`config.mk`:
```
export PLATFORM = sky130hd
export DESIGN_NAME = axis_rr_arbiter
export DESIGN_NICKNAME = d
export VERILOG_FILES = /design/src/rtl/axis_rr_arbiter_pkg.sv /design/src/rtl/axis_skid_buffer.sv /design/src/rtl/axis_rr_arbiter.sv
export SDC_FILE = /design/constraint.sdc
export NUM_CORES = 1
export LEC_CHECK = 0
export CAP_MARGIN = 10
export CORE_MARGIN = 2
export CORE_UTILIZATION = 35
export CTS_CLUSTER_DIAMETER = 200
export DETAILED_ROUTE_END_ITERATION = 16
export GPL_TIMING_DRIVEN = 1
export PLACE_DENSITY = 0.91
export SKIP_CTS_REPAIR_TIMING = 1
export SYNTH_ARGS = -nofsm -noshare
export SYNTH_HDL_FRONTEND = slang
export SYNTH_SLANG_ARGS = --single-unit
export TNS_END_PERCENT = 5
```
`constraint.sdc`:
```
create_clock -name aclk -period 6 [get_ports aclk]
set_clock_uncertainty 0.1 [all_clocks]
set_input_delay 1.8 -clock aclk [delete_from_list [all_inputs] [get_ports aclk]]
set_output_delay 1.8 -clock aclk [all_outputs]
set_load 0.03 [all_outputs]
```
`src/rtl/axis_rr_arbiter_pkg.sv`:
```
// Package for axis_rr_arbiter.
//   arb_state_t : arbiter FSM states (IDLE = arbitrate, LOCK = packet in flight)
//   rr_pick_t   : round-robin pick result (valid + winner index)
//   rr_pick()   : first asserted request strictly after ptr, wrapping modulo n
package axis_rr_arbiter_pkg;

    typedef enum logic [0:0] {
        IDLE = 1'b0,
        LOCK = 1'b1
    } arb_state_t;

    localparam int unsigned MAX_PORTS = 16;
    localparam int unsigned MAX_IW    = 4;

    typedef struct packed {
        logic              valid;
        logic [MAX_IW-1:0] idx;
    } rr_pick_t;

    // Walks ptr+1, ptr+2, ... (mod n) and returns the first asserted request.
    // The index is advanced with a compare-and-wrap rather than a modulo so no
    // divider is built for non-power-of-two n.
    function automatic rr_pick_t rr_pick(input logic [MAX_PORTS-1:0] req,
                                         input logic [MAX_IW-1:0]    ptr,
                                         input int unsigned          n);
        rr_pick_t    res;
        int unsigned cur;
        res = '0;
        cur = 32'(ptr);
        for (int unsigned i = 0; i < MAX_PORTS; i++) begin
            if (i < n) begin
                cur = (cur >= n - 32'd1) ? 32'd0 : cur + 32'd1;
                if (!res.valid && req[cur[MAX_IW-1:0]]) begin
                    res.valid = 1'b1;
                    res.idx   = cur[MAX_IW-1:0];
                end
            end
        end
        return res;
    endfunction

endpackage

```
`src/rtl/axis_skid_buffer.sv`:
```
// Two-entry full-throughput skid register for a valid/ready stream.
// The output stage and the skid stage are both flops; in_ready is simply
// "skid stage empty", so no combinational path runs from out_ready to in_ready.
// Ports:
//   aclk, areset          clock, asynchronous active-high reset (clears both entries)
//   in_valid/in_ready     upstream handshake
//   in_data  [W]          upstream payload
//   out_valid/out_ready   downstream handshake
//   out_data [W]          downstream payload (registered)
module axis_skid_buffer #(
    parameter int unsigned W = 8
) (
    input  logic         aclk,
    input  logic         areset,
    input  logic         in_valid,
    output logic         in_ready,
    input  logic [W-1:0] in_data,
    output logic         out_valid,
    input  logic         out_ready,
    output logic [W-1:0] out_data
);

    logic         out_valid_q, out_valid_d;
    logic         skid_valid_q, skid_valid_d;
    logic [W-1:0] out_data_q, out_data_d;
    logic [W-1:0] skid_data_q, skid_data_d;

    always_comb begin
        out_valid_d  = out_valid_q;
        out_data_d   = out_data_q;
        skid_valid_d = skid_valid_q;
        skid_data_d  = skid_data_q;
        if (out_ready || !out_valid_q) begin
            // Output slot frees up: refill from skid first to keep ordering.
            if (skid_valid_q) begin
                out_valid_d  = 1'b1;
                out_data_d   = skid_data_q;
                skid_valid_d = 1'b0;
            end else begin
                out_valid_d = in_valid;
                if (in_valid) begin
                    out_data_d = in_data;
                end
            end
        end else if (in_valid && !skid_valid_q) begin
            // Output stalled: park the accepted beat in the skid slot.
            skid_valid_d = 1'b1;
            skid_data_d  = in_data;
        end
    end

    always_ff @(posedge aclk or posedge areset) begin
        if (areset) begin
            out_valid_q  <= 1'b0;
            out_data_q   <= '0;
            skid_valid_q <= 1'b0;
            skid_data_q  <= '0;
        end else begin
            out_valid_q  <= out_valid_d;
            out_data_q   <= out_data_d;
            skid_valid_q <= skid_valid_d;
            skid_data_q  <= skid_data_d;
        end
    end

    assign in_ready  = !skid_valid_q;
    assign out_valid = out_valid_q;
    assign out_data  = out_data_q;

endmodule

```
`src/rtl/axis_rr_arbiter.sv`:
```
// N-to-1 AXI4-Stream packet-locked round-robin arbiter.
// A port is picked in one IDLE cycle (search starts after the last winner),
// then owns the downstream link until its TLAST beat is accepted.
// Build option: AXIS_RR_ARBITER_OREG_EN inserts a 2-entry skid register on
// the m_* side (registered outputs, +1 cycle latency, 1 beat/cycle).
// Ports:
//   aclk, areset               clock, asynchronous active-high reset
//   s_tvalid/s_tready [N]      per-port handshake
//   s_tdata [N*DW]             per-port data, port i at [i*DW +: DW]
//   s_tlast [N]                per-port end of packet
//   m_tvalid/m_tready          downstream handshake
//   m_tdata [DW], m_tlast      downstream beat
//   m_tid [IW]                 index of the port the beat came from
//   busy                       high while a packet is locked
module axis_rr_arbiter
    import axis_rr_arbiter_pkg::*;
#(
    parameter int unsigned N  = 4,
    parameter int unsigned DW = 8,
    localparam int unsigned IW = $clog2(N)
) (
    input  logic            aclk,
    input  logic            areset,
    input  logic [N-1:0]    s_tvalid,
    output logic [N-1:0]    s_tready,
    input  logic [N*DW-1:0] s_tdata,
    input  logic [N-1:0]    s_tlast,
    output logic            m_tvalid,
    input  logic            m_tready,
    output logic [DW-1:0]   m_tdata,
    output logic            m_tlast,
    output logic [IW-1:0]   m_tid,
    output logic            busy
);

    arb_state_t           state_q, state_d;
    logic [IW-1:0]        ptr_q, ptr_d;
    logic [IW-1:0]        grant_q, grant_d;
    logic [MAX_PORTS-1:0] req_pad;
    logic [MAX_IW-1:0]    ptr_pad;
    rr_pick_t             pick;
    logic                 lock;
    logic                 g_valid;
    logic                 g_last;
    logic [DW-1:0]        g_data;
    logic                 in_ready;
    logic                 acc;
    logic                 unused_pick;

    assign lock = (state_q == LOCK);

    always_comb begin
        req_pad            = '0;
        req_pad[N-1:0]     = s_tvalid;
        ptr_pad            = '0;
        ptr_pad[IW-1:0]    = ptr_q;
        pick               = rr_pick(req_pad, ptr_pad, N);
    end

    assign unused_pick = ^pick.idx;

    // Only the granted port's lanes are ever selected onto the shared path.
    assign g_valid = s_tvalid[grant_q];
    assign g_last  = s_tlast[grant_q];
    assign g_data  = s_tdata[grant_q*DW +: DW];

`ifdef AXIS_RR_ARBITER_OREG_EN
    localparam int unsigned PW = DW + 1 + IW;

    logic [PW-1:0] skid_in;
    logic [PW-1:0] skid_out;

    assign skid_in = {g_last, grant_q, g_data};

    axis_skid_buffer #(
        .W (PW)
    ) u_skid (
        .aclk      (aclk),
        .areset    (areset),
        .in_valid  (lock && g_valid),
        .in_ready  (in_ready),
        .in_data   (skid_in),
        .out_valid (m_tvalid),
        .out_ready (m_tready),
        .out_data  (skid_out)
    );

    assign {m_tlast, m_tid, m_tdata} = skid_out;
`else
    assign in_ready = m_tready;
    assign m_tvalid = lock && g_valid;
    assign m_tdata  = lock ? g_data : '0;
    assign m_tlast  = lock && g_last;
    assign m_tid    = lock ? grant_q : '0;
`endif

    // Beat accepted from the granted port (s-side handshake).
    assign acc = lock && g_valid && in_ready;

    always_comb begin
        s_tready = '0;
        if (lock) begin
            s_tready[grant_q] = in_ready;
        end
    end

    always_comb begin
        state_d = state_q;
        ptr_d   = ptr_q;
        grant_d = grant_q;
        unique case (state_q)
            IDLE: begin
                if (pick.valid) begin
                    grant_d = pick.idx[IW-1:0];
                    state_d = LOCK;
                end
            end
            LOCK: begin
                // Winner drops to lowest priority for the next arbitration.
                if (acc && g_last) begin
                    ptr_d   = grant_q;
                    state_d = IDLE;
                end
            end
            default: state_d = IDLE;
        endcase
    end

    always_ff @(posedge aclk or posedge areset) begin
        if (areset) begin
            state_q <= IDLE;
            ptr_q   <= IW'(N - 1);
            grant_q <= '0;
        end else begin
            state_q <= state_d;
            ptr_q   <= ptr_d;
            grant_q <= grant_d;
        end
    end

    assign busy = lock;

endmodule

```
==> flow_summary.yaml, run 1 <==
global_routing:
  grt_pass1_vias: 858
  grt-ovfl-total: 0
  antenna_found_initial: 0
  grt_max_degree: 19
  track_usage: 0.218
  grt_pass1_wl_um: 4220
setup_path:
  critPathMaxStageDelay_ps: 600
  arrival_ps: 3680
  critPathMostFrequentCell: "clkdlybuf4s50_1"
  r2r_slack_ps: 3960
  cp.required_ps: 4100
  path_cells: "clkdlybuf4s50_1 -> mux4_2 -> and2_1 -> clkdlybuf4s50_1"
  crit_family: "buffers and inverters"
  worstSetupPathType: "in -> out"
  slowest_stage: "clkdlybuf4s50_1"
  critPathLaunchType: "input pin"
  crit_buf_inv: 2
  critPathMaxFanout: 9
  cp-end-kind: "primary output"
sta:
  finalHoldViolCount: 0
  hold-worst-slack_ps: 446
  tightest_slew_ps: 649
  setup_viol: 0
  min_period_ps: 5580
  drv_slew: 0
  rsz0062_at_grt: "no"
  period_share: 0.930
  max_freq_ghz: 0.179
  slew_headroom: 0.568
  setup_tns_ps: 0
power_and_ir_drop:
  power_frac_seq: 0.175
  combPwrFrac: 0.761
  p_leak_nw: 0.500
  switching_share: 0.481
  switchingPower_mw: 0.305
  internal_power_mw: 0.330
  pwr-share-clk: 0.064
  ir_drop_v: 0.000312
  power.density_nw_per_um2: 470
outcome:
  status: "completed"
synthesis:
  syn_area_um2: 746
  synth_compound_area_frac: 0.129
  yosysSeqAreaShare: 0.171
  synth_warnings: 0
  syn_inst: 79
  synth_cell_type_count: 29
  synth_top_family_by_area: "multiplexers"
  synth_xor_area_frac: 0
  avgSynthCellArea_um2: 9.44
  synthAdderAreaFrac: 0.0168
  syn_nets: 123
  synthMuxAreaShare: 0.331
  synth-simple-area-share: 0.270
  ys_seq_elements: 5
routing:
  drc: 0
  routed-via-count: 885
  drt_first_iter_violations: 25
  ant_nets: 0
  wl_per_cell_um: 15.8
  drt-pass1-iter-count: 4
  routed_via_density: 5.46
  wl_um: 2560
place:
  place_area_um2: 1320
  io_buffers: 59
  place_congestion: 0.951
  dp_hpwl_um: 2030
  dp_cells: 158
floorplan:
  num_rows: 16
  die_width_um: 50.2
  core-area_um2: 1980
  fp.dieH_um: 50.2
  io_pins: 60
  die-area_um2: 2520
  start_util: 0.376
min_path:
  hp-class: "reg -> reg"
finish:
  fin_cells: 162
  layout.nets: 180
  nFillCells: 144
  final_cell_mix: "clkdlybuf4s50_1 (59), and2_1 (12), mux4_2 (10)"
  area_delta_synth_final_pct: 81.0
  drive_gt1_frac: 0.119
  diodes: 0
  multi_input_area_um2: 557
  stdcell_area_um2: 1350
  final_common_cell: "clkdlybuf4s50_1"
  seq_area_um2: 128
run:
  max_cap_violations: 0
cts:
  cts_root_buffer: "clkbuf_4"
  clock_path_buffers: 2
  cts_max_level: 1
  cts.sinks: 5
  clk_latency_ps: 250
  cts_buffers: 3
  cts_tree: "done"
  clk_pin_slew_ps: 50
metrics by stage:
stage          worst slack (ps)  utilization  power, mW
2_1_floorplan              1430            -      0.434
3_3_place_gp                496        0.668      0.582
3_5_place_dp                441        0.668      0.593
4_1_cts                     429        0.681      0.635
5_1_grt                     384        0.681      0.675
6_report                    417        0.681      0.635
path summary, 6_finish.rpt:
path | startpoint | endpoint | cells after the start
min | ptr_q[0] | ptr_q[0] | 2
max | s_tvalid[3] | m_tvalid | 4
min reg2reg | ptr_q[0] | ptr_q[0] | 2
max reg2reg | grant_q[0] | ptr_q[1] | 3
max in group asynchronous | areset | ptr_q[1] | 2
min in group asynchronous | areset | grant_q[1] | 2
cell type report:
cell class,instances,area share
multi-input combinational,63,0.412
inverter,4,0.0111
clock buffer,4,0.0195
timing repair buffer,59,0.437
tap,27,0.0250
sequential,5,0.0945
sequential cells by signal, summed over array words and instances, names as in the netlist:
| name | cells |
|---|---|
| grant_q | 2 |
| ptr_q | 2 |
| busy | 1 |
layer usage:
metal  track usage  wire (µm)  share of wire
met1         0.269       1050           0.41
met4        0.0417         11         0.0043
met3        0.0655        251          0.098
met2         0.373       1250           0.49
met5             0          0              0
power by group through the flow:
stage / logic [mW] / clock network, mW / registers (mW)
5_1_grt: 0.509 / 0.0445 / 0.121
3_3_place_gp: 0.470 / 0 / 0.113
3_5_place_dp: 0.481 / 0 / 0.112
4_1_cts: 0.482 / 0.0410 / 0.112
2_1_floorplan: 0.361 / 0 / 0.0727
6_report: 0.483 / 0.0405 / 0.111
tightest hold or removal path, cell delays in order, from the launching register on:
cell,delay (ps)
dfstp_2,400
nand2_1,60
o21ai_0,70
cells by family after synthesis:
family	count (synthesis)
flip-flops	5
adder cells (fa/ha/maj)	1
multiplexers	12
buffers and inverters	11
AO/OA/AOI/OAI	15
AND/OR/NAND/NOR	35
synth_stat cells (all sizes together):
cell,instances,share of area
and3,1,0.0084
ha,1,0.017
nand2,5,0.025
nand2b,3,0.025
a21o,2,0.020
o22ai,1,0.0084
clkbuf,4,0.022
mux2,1,0.015
o21ai,4,0.027
inv,4,0.020
a311oi,1,0.012
a41oi,1,0.012
a221oi,1,0.012
nand4,1,0.017
nand3b,3,0.030
nor3,3,0.020
and2,12,0.10
nor4b,1,0.012
dfrtp,3,0.10
buf,3,0.040
mux4,10,0.30
o221ai,1,0.012
dfstp,2,0.070
nor2,5,0.025
nand3,1,0.0067
a21oi,4,0.027
mux2i,1,0.013
No activity file was read; power rests on OpenSTA's default activity.
==> run 2, diff against run 1 <==
Settings changed: GPL_ROUTABILITY_DRIVEN set to 0.
Clock period 6 ns to 6.85 ns, I/O delays scaled along.
==> flow_summary.yaml, run 2 (synthesized netlist as in run 1, its figures left out) <==
outcome:
  status: "completed"
global_routing:
  track_usage: 0.210
  antenna_found_initial: 0
  grt_pass1_wl_um: 4010
  grt-ovfl-total: 0
  grt_pass1_vias: 839
  grt_max_degree: 19
finish:
  stdcell_area_um2: 1350
  final_common_cell: "clkdlybuf4s50_1"
  layout.nets: 180
  final_cell_mix: "clkdlybuf4s50_1 (59), and2_1 (12), mux4_2 (10)"
  fin_cells: 162
  area_delta_synth_final_pct: 81.0
  diodes: 0
  drive_gt1_frac: 0.119
place:
  dp_cells: 158
  io_buffers: 59
  dpl_worst_slack_ps: 789
  place_area_um2: 1320
  dp_hpwl_um: 2010
setup_path:
  path_cells: "clkdlybuf4s50_1 -> mux4_2 -> and2_1 -> clkdlybuf4s50_1"
  rr_worst_depth: 3
  critPathLaunchType: "input pin"
  arrival_ps: 3910
  worstSetupPathType: "in -> out"
  r2r_slack_ps: 4800
  slowest_stage: "clkdlybuf4s50_1"
  timing.rr.end: "ptr_q[1]"
  cp-end-kind: "primary output"
  r2r_start: "grant_q[0]"
  critPathMostFrequentCell: "clkdlybuf4s50_1"
  setup.worst_path.start: "s_tvalid[3]"
  critPathMaxFanout: 9
  cp.required_ps: 4700
  endpoint: "m_tvalid"
  critPathMaxStageDelay_ps: 590
power_and_ir_drop:
  combPwrFrac: 0.761
  pwr-share-clk: 0.063
  power_frac_seq: 0.176
  p_leak_nw: 0.500
  ir_drop_v: 0.000278
  switchingPower_mw: 0.265
  internal_power_mw: 0.289
  switching_share: 0.479
  power.density_nw_per_um2: 410
sta:
  finalHoldViolCount: 0
  tightest_slew_ps: 656
  slew_headroom: 0.563
  period_share: 0.886
  drv_slew: 0
  max_freq_ghz: 0.165
  rsz0062_at_grt: "no"
  setup_viol: 0
  setup_tns_ps: 0
  min_period_ps: 6070
  fin_ws_ps: 782
routing:
  drt_first_iter_violations: 11
  drc: 0
  wl_per_cell_um: 15.5
  routed-via-count: 858
  ant_nets: 0
  drt-pass1-iter-count: 4
  routed_via_density: 5.30
  wl_um: 2500
floorplan:
  core-area_um2: 1980
  num_rows: 16
  io_pins: 60
  start_util: 0.376
  fp.dieH_um: 50.2
  die-area_um2: 2520
  die_width_um: 50.2
cts:
  cts.sinks: 5
  cts_buffers: 3
  cts_root_buffer: "clkbuf_4"
  clk_latency_ps: 250
  cts_tree: "done"
  clk_pin_slew_ps: 50
  cts_max_level: 1
  clock_path_buffers: 2
run:
  max_cap_violations: 0
min_path:
  hold_path_depth: 2
  hp-class: "reg -> reg"
## run 2: layer usage
metal  part of all wire  track usage  up-vias
met5                  0            0        -
met1               0.41        0.242      411
li1                   -            -      406
met2               0.50        0.382       41
met4                  0       0.0417        0
met3              0.089       0.0595        0
## run 2: worst min-delay path by stage
stage / from / end / slack (ps)
after floorplan: ptr_q[0] / ptr_q[0] / 400
after global routing: ptr_q[0] / ptr_q[0] / 480
after global placement: ptr_q[0] / ptr_q[0] / 430
final: ptr_q[0] / ptr_q[0] / 450
after detailed placement: ptr_q[0] / ptr_q[0] / 440
after CTS: ptr_q[0] / ptr_q[0] / 450
## run 2: layout make-up
| cell class | instances | area [µm²] |
|---|---|---|
| well taps | 27 | 33.8 |
| inverters | 4 | 15.0 |
| multi-input cells | 63 | 557 |
| clock buffers | 4 | 26.3 |
| repair buffers | 59 | 591 |
| fillers | 128 | 632 |
| flip-flops and latches | 5 | 128 |
## run 2: power groups by stage
stage | logic (mW) | clock network (mW) | registers [mW]
CTS | 0.421 | 0.0357 | 0.0988
global placement | 0.411 | 0 | 0.0987
detailed placement | 0.420 | 0 | 0.0994
finish | 0.421 | 0.0351 | 0.0975
global route | 0.445 | 0.0383 | 0.106
floorplan | 0.316 | 0 | 0.0637
## run 2: critical path, delay by kind of cell
kind / cells / cell delay (ps)
multiplexers: 1 / 540
buffers and inverters: 2 / 1140
AND/OR/NAND/NOR: 1 / 170
## run 2: through the flow
stage               power (mW)   util  hold slack [ps]
floorplan                0.380      -              402
detailed placement       0.520  0.668              441
CTS                      0.556  0.681              447
global placement         0.510  0.668              430
finish                   0.554  0.681              450
global route             0.589  0.681              484
